$ cat config.mk
export PLATFORM = sky130hd
export DESIGN_NAME = ctrlread_buf_writer
export DESIGN_NICKNAME = d
export VERILOG_FILES = /design/src/rtl/definitions_pkg.sv /design/src/rtl/ctrlread_buf_writer.sv
export SDC_FILE = /design/constraint.sdc
export NUM_CORES = 1
export LEC_CHECK = 0
export BUFFER_PORTS_ARGS = -buffer_cell sky130_fd_sc_hd__buf_2
export CORE_MARGIN = 4
export CORE_UTILIZATION = 42
export DETAILED_ROUTE_END_ITERATION = 6
export GPL_TIMING_DRIVEN = 0
export PLACE_DENSITY_LB_ADDON = 0.25
export SETUP_SLACK_MARGIN = 0.2
export SLEW_MARGIN = 25
export SYNTH_ARGS = -nofsm -noshare
export SYNTH_HDL_FRONTEND = slang
export SYNTH_SLANG_ARGS = --single-unit
$ cat constraint.sdc
create_clock -name clk -period 2.5 [get_ports clk]
set_clock_uncertainty 0.15 [all_clocks]
set_input_delay 0.75 -clock clk [delete_from_list [all_inputs] [get_ports clk]]
set_output_delay 0.75 -clock clk [all_outputs]
set_load 0.02 [all_outputs]
$ cat src/rtl/definitions_pkg.sv
// -----------------------------------------------------------------------------
// definitions_pkg
// Shared constants for the load path and the state type of the control-read
// buffer writer.
//   MAX_LOAD_WIDTH      features moved per FIFO word
//   FEATURE_BIT_SIZE    bits per feature
//   MAX_INPUT_BUF_SIZE  entries in the input feature buffer (deliberately not a
//                       power of two, so the address wrap is a real compare)
//   ctrlread_wr_state_t IDLE / RUN / DRAIN / FINISH
// -----------------------------------------------------------------------------
package definitions_pkg;

    localparam int MAX_LOAD_WIDTH     = 4;
    localparam int FEATURE_BIT_SIZE   = 8;
    localparam int MAX_INPUT_BUF_SIZE = 12;

    typedef enum logic [1:0] {
        IDLE,
        RUN,
        DRAIN,
        FINISH
    } ctrlread_wr_state_t;

endpackage

$ cat src/rtl/ctrlread_buf_writer.sv
// -----------------------------------------------------------------------------
// ctrlread_buf_writer
// Pops num_words words from the control-read data FIFO and writes them into
// the input feature buffer starting at base_addr, wrapping at BUF_DEPTH.
// Ends with a one-cycle done pulse, or an aborted pulse after a clean abort.
//
// Ports
//   clk, rst            clock, asynchronous active-high reset
//   start               launch a transfer (sampled in IDLE only)
//   base_addr           first buffer address (< BUF_DEPTH)
//   num_words           words to move, 0..BUF_DEPTH
//   abort               cancel the transfer in progress
//   busy                transfer in progress
//   done / aborted      one-cycle completion pulses (mutually exclusive)
//   fifo_dout           FIFO read data, valid the cycle after fifo_rd_en
//   fifo_empty          FIFO empty flag
//   fifo_rd_en          FIFO pop (combinational)
//   buf_wr_en           buffer write strobe (registered)
//   buf_addr            buffer write address (registered)
//   buf_wdata           buffer write data (pass-through of fifo_dout)
// -----------------------------------------------------------------------------
module ctrlread_buf_writer
    import definitions_pkg::*;
#(
    parameter int WIDTH      = MAX_LOAD_WIDTH * FEATURE_BIT_SIZE,
    parameter int BUF_DEPTH  = MAX_INPUT_BUF_SIZE,
    parameter int ADDR_WIDTH = $clog2(BUF_DEPTH),
    parameter int LEN_WIDTH  = $clog2(BUF_DEPTH + 1)
) (
    input  logic                  clk,
    input  logic                  rst,
    input  logic                  start,
    input  logic [ADDR_WIDTH-1:0] base_addr,
    input  logic [LEN_WIDTH-1:0]  num_words,
    input  logic                  abort,
    output logic                  busy,
    output logic                  done,
    output logic                  aborted,
    input  logic [WIDTH-1:0]      fifo_dout,
    input  logic                  fifo_empty,
    output logic                  fifo_rd_en,
    output logic                  buf_wr_en,
    output logic [ADDR_WIDTH-1:0] buf_addr,
    output logic [WIDTH-1:0]      buf_wdata
);

    localparam logic [ADDR_WIDTH-1:0] LAST_ADDR = ADDR_WIDTH'(BUF_DEPTH - 1);

    ctrlread_wr_state_t    state_q, state_d;
    logic [LEN_WIDTH-1:0]  issued_q, issued_d;
    logic [LEN_WIDTH-1:0]  num_q, num_d;
    logic [ADDR_WIDTH-1:0] addr_q, addr_d;
    logic                  abort_flag_q, abort_flag_d;
    logic                  rd_en_q, rd_en_d;

    // -------------------------------------------------------------------------
    // Next-state and pop decision
    // -------------------------------------------------------------------------
    always_comb begin
        // NOTE: every signal driven here gets a default first, so no path
        // leaves one unassigned and no latch is inferred.
        state_d      = state_q;
        issued_d     = issued_q;
        num_d        = num_q;
        addr_d       = addr_q;
        abort_flag_d = abort_flag_q;
        rd_en_d      = 1'b0;

        // The write address advances after every write landing this cycle.
        if (rd_en_q) begin
            addr_d = (addr_q == LAST_ADDR) ? '0 : addr_q + 1'b1;
        end

        unique case (state_q)
            IDLE: begin
                if (start) begin
                    num_d        = num_words;
                    issued_d     = '0;
                    addr_d       = base_addr;
                    abort_flag_d = 1'b0;
                    state_d      = (num_words == '0) ? FINISH : RUN;
                end
            end

            RUN: begin
                rd_en_d = !fifo_empty && !abort && (issued_q < num_q);
                if (abort) begin
                    abort_flag_d = 1'b1;
                    state_d      = DRAIN;
                end else if (rd_en_d) begin
                    issued_d = issued_q + 1'b1;
                    if (issued_d == num_q) begin
                        state_d = DRAIN;
                    end
                end
            end

            // Nothing is popped in DRAIN, so the only pop still in flight is
            // the one being written this cycle; once it lands we can finish.
            DRAIN:   state_d = FINISH;

            FINISH:  state_d = IDLE;

            default: state_d = IDLE;
        endcase
    end

    // -------------------------------------------------------------------------
    // State registers
    // -------------------------------------------------------------------------
    always_ff @(posedge clk or posedge rst) begin
        // NOTE: state uses non-blocking assignments so every flop samples the
        // pre-edge values, independent of statement order.
        if (rst) begin
            state_q      <= IDLE;
            issued_q     <= '0;
            num_q        <= '0;
            addr_q       <= '0;
            abort_flag_q <= 1'b0;
            rd_en_q      <= 1'b0;
        end else begin
            state_q      <= state_d;
            issued_q     <= issued_d;
            num_q        <= num_d;
            addr_q       <= addr_d;
            abort_flag_q <= abort_flag_d;
            rd_en_q      <= rd_en_d;
        end
    end

    // -------------------------------------------------------------------------
    // Outputs
    // -------------------------------------------------------------------------
    assign busy       = (state_q != IDLE);
    assign done       = (state_q == FINISH) && !abort_flag_q;
    assign aborted    = (state_q == FINISH) &&  abort_flag_q;
    assign fifo_rd_en = rd_en_d;
    assign buf_wr_en  = rd_en_q;
    assign buf_addr   = addr_q;
    assign buf_wdata  = fifo_dout;

endmodule

==> results of run 1 <==
## critical path, stage by stage, from the launching register on
cell      delay (ps)
dfrtp_1          410
ha_1             280
nand2b_1          70
a21oi_2          210
nor2_4            50
buf_6            130
## metrics by stage
stage | instance area [um^2] | utilization, % | setup TNS, ps | hold WS (ps)
2_1_floorplan | 1280 | - | 0 | 334
5_1_grt | 1800 | 63.5 | 0 | 404
3_5_place_dp | 1580 | 55.9 | -103 | 361
6_report | 1800 | 63.5 | 0 | 364
3_3_place_gp | 1580 | 55.9 | -90.5 | 355
4_1_cts | 1770 | 62.6 | 0 | 384
## layout by cell type (no fill, tap or decap), types with 2 or more instances in the layout
cell type,instances
buf_2,50
buf_4,49
dfrtp_1,15
a21oi_1,12
nand2_1,10
nor2_1,8
inv_1,7
ha_1,7
o21ai_0,6
mux2_2,4
nand3_1,4
buf_6,3
inv_2,3
clkbuf_4,3
nand2b_1,2
a31oi_1,2
xor2_1,2
xnor2_1,2
mux2i_1,2
nor2b_1,2
ha_4,2
## worst max-delay path by stage
| stage | startpoint | to | slack, ps |
|---|---|---|---|
| floorplan | abort | fifo_rd_en | 210 |
| global placement | abort | fifo_rd_en | -90 |
| detailed placement | abort | fifo_rd_en | -100 |
| CTS | issued_q[1] | fifo_rd_en | 150 |
| global route | issued_q[1] | fifo_rd_en | 60 |
| finish | issued_q[1] | fifo_rd_en | 160 |
## flip-flops by register name, indices dropped and copies added (netlist names)
register / cells
buf_wr_en: 1
abort_flag_q: 1
state_q: 2
num_q: 4
buf_addr: 4
issued_q: 4
## power by group through the flow
| stage | Clock [mW] | Combinational, mW | Sequential, mW |
|---|---|---|---|
| after floorplan | 0 | 0.604 | 0.513 |
| after global placement | 0 | 0.806 | 0.490 |
| after detailed placement | 0 | 0.841 | 0.502 |
| after CTS | 0.140 | 1.09 | 0.474 |
| after global routing | 0.154 | 1.25 | 0.499 |
| final | 0.137 | 1.12 | 0.481 |
## final cells by class
| type | instances | area share [%] |
|---|---|---|
| Clock buffer | 3 | 1.25 |
| Tap cell | 31 | 2.16 |
| Inverter | 10 | 2.09 |
| Multi-Input combinational cell | 84 | 35.6 |
| Buffer | 34 | 14.2 |
| Timing Repair Buffer | 69 | 22.3 |
| Sequential cell | 16 | 22.4 |
## per-layer routing
metal	up-vias	track usage [%]
met5	-	0
met4	0	4.13
met3	4	6.04
met2	57	32.3
met1	560	15.8
li1	604	-
## cells by family after synthesis
family | Yosys count | synth area share, %
multiplexers | 6 | 5.10
AO/OA/AOI/OAI | 30 | 15.4
AND/OR/NAND/NOR | 33 | 12.5
XOR/XNOR | 5 | 3.44
buffers and inverters | 44 | 22.4
flip-flops | 16 | 31.4
adder cells (fa/ha/maj) | 10 | 9.81
## timing repair
action	in CTS	in global routing
pin swaps	4	2
setup buffers	16	0
gates resized for setup	14	9
setup endpoints to repair	2	6
==> flow_metrics.env, run 1 <==
export IMPL_synthToLayoutAreaGrowth_pct=40.8
export IMPL_share_clk_of_total_power_pct=7.9
export IMPL_seqCellArea_um2=402
export IMPL_clock_buffer_count_from_cts=3
export IMPL_grt_start_max_net_pins=17
export IMPL_worstHoldPathType="in -> async"
export IMPL_routed_wl_met2_mm=1.77
export IMPL_ys_async_sr_fraction_pct=100
export IMPL_stdcell_count=247
export IMPL_worst_pin_slew_ps=616
export IMPL_outcome="completed"
export IMPL_filler_cell_count=263
export IMPL_global_route_wire_length_before_repair_mm=5.38
export IMPL_dp_hpwl_mm=2.48
export IMPL_setup_worst_path_end_class="primary output"
export IMPL_netlist_instances=144
export IMPL_irDropWorstVdd_uv=699
export IMPL_final_min_period_over_clock_period_pct=93.6
export IMPL_drc=0
export IMPL_yosys_register_bits=16
export IMPL_drt_vias_per_instance=4.96
export IMPL_setup_worst_path_start_class="register"
export IMPL_maxCapViolCount=0
export IMPL_cts_root_to_sink_buffers=2
export IMPL_netSwitchingFraction_pct=43.7
export IMPL_mappedNetlistArea_um2=1270
export IMPL_yosysWarningCount=0
export IMPL_ctsRootBufferMaster="clkbuf_4"
export IMPL_synth_seq_area_share_pct=31.4
export IMPL_power_per_cell_area_nw_per_um2=967
export IMPL_drt_antenna_violating_nets=0
export IMPL_gr_total_overflow=0
export IMPL_timing_final_max_slew_violations=0
export IMPL_detail_route_first_pass_iterations=4
export IMPL_grt_usage_pct=16.4
export IMPL_detailedPlace_worstSlack_ps=-103
export IMPL_synthFlopType="dfrtp_1"
export IMPL_layout_min_cycle_time_ps=2340
export IMPL_routed_wl_mm=3.24
export IMPL_finalHoldViolCount=0
export IMPL_detailedRoute_firstIterationViolations=10
export IMPL_internal_power_uw=977
export IMPL_synth_edf_count=0
export IMPL_totalPowerFinal_mw=1.74
export IMPL_worst_r2r_startpoint="issued_q[1]"
export IMPL_multi_input_area_um2=639
export IMPL_htree_levels=1
export IMPL_tritoncts_clock_tree="yes"
export IMPL_power_frac_comb_pct=64.4
export IMPL_antennaDiodeCount=0
export IMPL_worst_r2r_setup_slack_ps=250
export IMPL_postLayoutSetupSlackWorst_ps=159
export IMPL_syn_area_per_cell_um2=8.85
export IMPL_worst_endpoint_arrival_ps=1440
export IMPL_timing_critical_path_fanout_max=2
export IMPL_ys_types=31
export IMPL_worst_r2r_path_depth=9
export IMPL_core_um2=2830
export IMPL_floorplan_initialDensity_pct=45.1
export IMPL_cts_hold_buffers=0
export IMPL_setup_worst_path_class="reg -> out"
export IMPL_later_pin_clock_latency_in_the_skew_report_ps=290
export IMPL_r2r_end="state_q[0]"
export IMPL_routed_wire_length_per_instance_um=13.1
export IMPL_final_net_count=273
export IMPL_pin_count=86
export IMPL_placedCellCount=228
export IMPL_power_net_switching_uw=760
export IMPL_post_synth_main_area_contributors="dfrtp_1 31%, buf_4 19%, ha_1 9.8%"
export IMPL_finalWeightedCongestion=0.785
export IMPL_place_port_buffers=53
export IMPL_timing_slew_headroom_pct=58.9
export IMPL_pwr_share_seq_pct=27.7
export IMPL_detail_route_wirelength_met1_mm=1.12
export IMPL_rsz0062_at_grt="yes"
export IMPL_grt_antenna_before_repair=0
export IMPL_die_area_um2=3980
export IMPL_clkSinkCount=16
export IMPL_finalSetupViolations=0
export IMPL_static_leakage_power_nw=0.936
export IMPL_yosys_top_cells_count="32 x buf_4, 16 x dfrtp_1, 13 x a21oi_1"
export IMPL_die_x_um=63.1
export IMPL_crit_required_ps=1600
export IMPL_routed_top_layer="met4"
export IMPL_final_layout_size_suffix_gt1_share_pct=57.4
export IMPL_met3_wirelength_um=326
export IMPL_path_clk_slew_ps=100
export IMPL_post_synth_top_count_cell="buf_4"
export IMPL_first_global_vias=1303
export IMPL_vias=1225
export IMPL_synth_top_cell_by_area="dfrtp_1"
export IMPL_mappedNetlistNets=199
export IMPL_synth_top_cell_area_share_pct=31.4
export IMPL_floorplan_die_height_um=63.1
export IMPL_max_clock_freq_mhz=427
export IMPL_std_cell_rows=19
Power figures use the tool's default switching activity.
==> run 2: changes to the inputs <==
--- a/config.mk
+++ b/config.mk
@@ -6,10 +6,13 @@
 export NUM_CORES = 1
 export LEC_CHECK = 0
 export BUFFER_PORTS_ARGS = -buffer_cell sky130_fd_sc_hd__buf_2
+export CELL_PAD_IN_SITES_DETAIL_PLACEMENT = 1
+export CELL_PAD_IN_SITES_GLOBAL_PLACEMENT = 1
 export CORE_MARGIN = 4
-export CORE_UTILIZATION = 42
+export CORE_UTILIZATION = 26
 export DETAILED_ROUTE_END_ITERATION = 6
 export GPL_TIMING_DRIVEN = 0
+export MAX_ROUTING_LAYER = met4
 export PLACE_DENSITY_LB_ADDON = 0.25
 export SETUP_SLACK_MARGIN = 0.2
 export SLEW_MARGIN = 25
==> constraint.sdc (replaced) <==
create_clock -name clk -period 1.9 [get_ports clk]
set_clock_uncertainty 0.15 [all_clocks]
set_input_delay 0.57 -clock clk [delete_from_list [all_inputs] [get_ports clk]]
set_output_delay 0.57 -clock clk [all_outputs]
set_load 0.02 [all_outputs]
==> run 2 against run 1 <==
  * The flow now finishes with violations (negative setup slack)
  * Die area grew 53%
  * Wire length grew 23%
  * Largest power group unchanged
  * Via count grew 1.8%
  * Critical endpoint is now state_q[1]
  * Largest cell class is now multi-input combinational cells
  * First-iteration DRC count grew 10%
==> flow_metrics.env, run 2 (synthesized netlist as in run 1, its figures left out) <==
export IMPL_outcome="finished with violations"
export IMPL_violated_checks="negative setup slack"
export IMPL_dp_hpwl_mm=2.72
export IMPL_timing_critical_path_fanout_max=5
export IMPL_detailedRoute_firstIterationViolations=11
export IMPL_die_area_um2=6090
export IMPL_power_net_switching_mw=1.28
export IMPL_static_leakage_power_nw=1.05
export IMPL_tritoncts_clock_tree="yes"
export IMPL_max_clock_freq_mhz=433
export IMPL_setup_worst_path_end_class="register"
export IMPL_worst_endpoint_arrival_ps=2300
export IMPL_final_core_utilization_pct=46.8
export IMPL_place_port_buffers=53
export IMPL_floorplan_initialDensity_pct=27.0
export IMPL_timing_final_max_slew_violations=0
export IMPL_crit_required_ps=1890
export IMPL_pwr_share_seq_pct=22.0
export IMPL_power_frac_comb_pct=68.1
export IMPL_routed_wl_mm=4.00
export IMPL_first_global_vias=1188
export IMPL_core_um2=4720
export IMPL_worst_r2r_startpoint="issued_q[0]"
export IMPL_grt_start_max_net_pins=17
export IMPL_irDropWorstVdd_uv=632
export IMPL_synthToLayoutAreaGrowth_pct=73.2
export IMPL_detail_route_first_pass_iterations=4
export IMPL_worstHoldPathType="in -> async"
export IMPL_pin_count=86
export IMPL_grt_usage_pct=11.4
export IMPL_die_x_um=78.0
export IMPL_clkSinkCount=16
export IMPL_std_cell_rows=25
export IMPL_ctsRootBufferMaster="clkbuf_8"
export IMPL_layout_min_cycle_time_ps=2310
export IMPL_gr_total_overflow=0
export IMPL_setup_worst_path_start_class="register"
export IMPL_drt_antenna_violating_nets=0
export IMPL_r2r_end="state_q[1]"
export IMPL_timing_slew_headroom_pct=55.2
export IMPL_share_clk_of_total_power_pct=9.9
export IMPL_postLayoutSetupSlackWorst_ps=-411
export IMPL_finalSetupViolations=10
export IMPL_vias=1247
export IMPL_global_route_wire_length_before_repair_mm=5.55
export IMPL_internal_power_mw=1.78
export IMPL_finalWeightedCongestion=0.708
export IMPL_antennaDiodeCount=0
export IMPL_drt_vias_per_instance=4.27
export IMPL_final_min_period_over_clock_period_pct=122
export IMPL_power_per_cell_area_nw_per_um2=1380
export IMPL_hold_worst_slack_ps=262
export IMPL_setup_worst_path_class="reg -> reg"
export IMPL_floorplan_die_height_um=78.0
export IMPL_routed_wire_length_per_instance_um=13.7
export IMPL_maxCapViolCount=0
export IMPL_final_net_count=281
export IMPL_finalHoldViolCount=0
export IMPL_cts_root_to_sink_buffers=2
export IMPL_htree_levels=1
export IMPL_worst_pin_slew_ps=672
export IMPL_worst_r2r_setup_slack_ps=-410
export IMPL_clock_buffer_count_from_cts=3
export IMPL_final_layout_size_suffix_gt1_share_pct=74.2
export IMPL_netSwitchingFraction_pct=42.0
export IMPL_cts_hold_buffers=0
export IMPL_worst_r2r_path_depth=6
export IMPL_path_clk_slew_ps=70
export IMPL_later_pin_clock_latency_in_the_skew_report_ps=250
export IMPL_mostFrequentLayoutCell="buf_2"
export IMPL_mostFrequentLayoutCells="49 x buf_2, 45 x buf_4, 14 x buf_6"
export IMPL_drc=0
export IMPL_grt_antenna_before_repair=0
export IMPL_totalPowerFinal_mw=3.06
export IMPL_rsz0062_at_grt="yes"
run 2: per-layer routing:
metal	global-route usage (%)	vias up	share of wire (%)
li1	-	622	-
met1	14.1	592	39
met4	0.524	0	0
met5	-	-	0
met3	3.56	0	5.4
met2	19.3	33	55
run 2: critical path: stages, from the launching register on:
cell	delay, ps
dfrtp_2	450
ha_4	270
xor2_1	140
or4_4	490
o41ai_4	430
a21o_2	200
nand3_2	60
run 2: power groups by stage:
stage / Combinational, mW / Clock, mW / Sequential [mW]
floorplan: 0.855 / 0 / 0.682
global placement: 1.16 / 0 / 0.671
detailed placement: 1.19 / 0 / 0.672
CTS: 1.63 / 0.318 / 0.656
global route: 2.27 / 0.336 / 0.703
finish: 2.08 / 0.302 / 0.672
run 2: layout make-up:
cell class	instances	area (um^2)
tap	67	83.8
inverter	10	50.0
multi-input combinational	84	823
clock buffer	4	55.1
buffer	34	270
timing repair buffer	77	520
fill	548	2510
sequential	16	405
run 2: how the worst max path moves through the flow:
stage | start | end
4_1_cts | issued_q[1] | state_q[1]
3_3_place_gp | issued_q[0] | state_q[1]
6_report | issued_q[0] | state_q[1]
5_1_grt | issued_q[0] | state_q[1]
3_5_place_dp | issued_q[0] | state_q[1]
2_1_floorplan | issued_q[0] | state_q[1]
run 2: repair_timing:
item | CTS | global route
setup endpoints to repair | 18 | 16
resized for setup | 35 | 51
pin swaps | 8 | 10
setup buffers | 14 | 10
run 2: per-stage QoR:
step | TNS (ps) | cell area (um^2) | std cells | setup slack, ps
global route | -2960 | 2210 | 292 | -533
floorplan | -412 | 1310 | 144 | -230
global placement | -1130 | 1660 | 264 | -382
detailed placement | -1240 | 1660 | 264 | -409
CTS | -1520 | 1950 | 282 | -342
finish | -2080 | 2210 | 292 | -411
==> run 3: changes to the inputs <==
--- a/config.mk
+++ b/config.mk
@@ -8,8 +8,10 @@
 export BUFFER_PORTS_ARGS = -buffer_cell sky130_fd_sc_hd__buf_2
 export CELL_PAD_IN_SITES_DETAIL_PLACEMENT = 1
 export CELL_PAD_IN_SITES_GLOBAL_PLACEMENT = 1
+export CORE_ASPECT_RATIO = 1.2
 export CORE_MARGIN = 4
 export CORE_UTILIZATION = 26
+export CTS_CLUSTER_SIZE = 20
 export DETAILED_ROUTE_END_ITERATION = 6
 export GPL_TIMING_DRIVEN = 0
 export MAX_ROUTING_LAYER = met4
==> run 3 against run 2 <==
  * The run still ends with negative setup slack left
  * Count of clock-buffer cells in the layout unchanged
  * Sequential share of layout area grew 0.088 points
  * Core utilization rose by 0.53 points
  * Die area about the same
  * Largest power group unchanged
==> flow_metrics.env, run 3 (synthesized netlist as in run 1, its figures left out) <==
export IMPL_outcome="finished with violations"
export IMPL_violated_checks="negative setup slack"
export IMPL_placedCellCount=255
export IMPL_grt_antenna_before_repair=0
export IMPL_grt_usage_pct=13.3
export IMPL_grt_start_max_net_pins=17
export IMPL_dp_hpwl_mm=2.78
export IMPL_place_port_buffers=53
export IMPL_finalWeightedCongestion=0.741
export IMPL_vias=1262
export IMPL_routed_wl_mm=4.06
export IMPL_hold_worst_slack_ps=233
export IMPL_htree_levels=1
export IMPL_rsz0062_at_grt="yes"
export IMPL_setup_worst_path_start_class="register"
export IMPL_worst_r2r_setup_slack_ps=-400
export IMPL_setup_worst_path_end_class="register"
export IMPL_first_global_vias=1346
export IMPL_cp_buffers_inverters=1
export IMPL_worst_pin_slew_ps=643
export IMPL_layout_min_cycle_time_ps=2300
export IMPL_worst_endpoint_arrival_ps=2290
export IMPL_filler_cell_count=543
export IMPL_drt_vias_per_instance=4.41
export IMPL_postLayoutSetupSlackWorst_ps=-396
export IMPL_clkSinkCount=16
export IMPL_stdcell_count=286
export IMPL_layout_cell_area_non_filler_um2=2200
export IMPL_mostFrequentLayoutCell="buf_2"
export IMPL_tritoncts_clock_tree="yes"
export IMPL_path_clk_slew_ps=70
export IMPL_crit_required_ps=1900
export IMPL_critical_path_slowest_cell="or4_4"
export IMPL_floorplan_die_height_um=84.7
export IMPL_synthToLayoutAreaGrowth_pct=72.9
export IMPL_antennaDiodeCount=0
export IMPL_r2r_end="state_q[1]"
export IMPL_die_x_um=71.9
export IMPL_worst_path_dominant_cell_family="simple AND/OR/NAND/NOR gates"
export IMPL_routed_wire_length_per_instance_um=14.2
export IMPL_finalSetupViolations=9
export IMPL_setup_worst_path_class="reg -> reg"
export IMPL_gr_total_overflow=0
export IMPL_timing_final_max_slew_violations=0
export IMPL_worst_r2r_path_depth=7
export IMPL_pin_count=86
export IMPL_power_per_cell_area_nw_per_um2=1410
export IMPL_floorplan_initialDensity_pct=27.3
export IMPL_static_leakage_power_nw=1.06
export IMPL_drc=0
export IMPL_later_pin_clock_latency_in_the_skew_report_ps=260
export IMPL_final_net_count=284
export IMPL_worst_r2r_startpoint="issued_q[1]"
export IMPL_finalHoldViolCount=0
export IMPL_maxCapViolCount=0
export IMPL_placed_cell_area_um2=1650
export IMPL_totalPowerFinal_mw=3.11
export IMPL_clock_buffer_count_from_cts=3
export IMPL_cts_root_to_sink_buffers=2
export IMPL_detail_route_first_pass_iterations=3
export IMPL_cp_cell_sequence="ha_4, xor2_1, or4_4, o41ai_4, buf_4, a21o_2, nand3_2"
export IMPL_global_route_wire_length_before_repair_mm=6.27
export IMPL_max_clock_freq_mhz=436
export IMPL_irDropWorstVdd_uv=701
export IMPL_die_area_um2=6090
export IMPL_core_um2=4660
export IMPL_final_min_period_over_clock_period_pct=121
export IMPL_final_layout_size_suffix_gt1_share_pct=72.8
export IMPL_timing_slew_headroom_pct=57.1
export IMPL_worstHoldPathType="in -> async"
export IMPL_ctsRootBufferMaster="clkbuf_8"
export IMPL_detailedRoute_firstIterationViolations=6
export IMPL_timing_critical_path_fanout_max=5
export IMPL_drt_antenna_violating_nets=0
export IMPL_max_stage_delay_on_crit_path_ps=490
export IMPL_std_cell_rows=27
export IMPL_mostFrequentLayoutCells="49 x buf_2, 47 x buf_4, 15 x buf_6"
==> run 3: cell types whose count changed in the layout (fill, tap and decap cells not counted), moves of 2 or more <==
cell and delta:
buf_4 +2, inv_4 +2, inv_6 -2, o21ai_1 +2
==> run 3: worst max path at each step <==
stage               depth (start not counted)  slack (ps)   startpoint          to
finish                                      7        -400  issued_q[1]  state_q[1]
global route                                8        -480  issued_q[1]  state_q[1]
CTS                                         7        -340  issued_q[1]  state_q[1]
detailed placement                          6        -410  issued_q[0]  state_q[1]
global placement                            6        -410  issued_q[0]  state_q[1]
floorplan                                   6        -230  issued_q[0]  state_q[1]
==> run 3: metal layers <==
layer  GRT usage [%]  share of wire (%)  up-vias
met5               -                  0        -
met4            4.10                1.3        0
met3            2.04                5.7        3
met2            24.7                 57       40
met1            14.1                 36      596
li1                -                  -      623
==> run 3: timing repair <==
item / in CTS / in global routing
gates resized for setup: 55 / 25
hold endpoints to repair: 0 / 0
endpoints found under the setup margin: 18 / 18
pin swaps: 12 / 6
setup buffers: 22 / 5
hold buffers: 0 / 0
==> run 3: final cells by class <==
class                           count  area (um^2)  area share (%)
Multi-Input combinational cell     84          813            36.9
Timing Repair Buffer               80          542            24.6
Sequential cell                    16          407            18.4
Buffer                             34          270            12.3
Tap cell                           58         72.6            3.29
Clock buffer                        4         55.1            2.50
Inverter                           10         45.0            2.04
==> run 3: stage by stage <==
step                      setup TNS (ps)  utilization (%)  setup slack, ps
after floorplan                     -412                -             -230
after global placement             -1340             35.4             -405
after detailed placement           -1320             35.4             -407
after CTS                          -1460             44.5             -336
after global routing               -2340             47.3             -475
final                              -1690             47.3             -396
==> run 3: power breakdown <==
part / switching [mW] / internal (mW) / total, mW
logic: 0.995 / 1.12 / 2.12
clock network: 0.136 / 0.185 / 0.321
registers: 0.176 / 0.496 / 0.672
total: 1.31 / 1.80 / 3.11
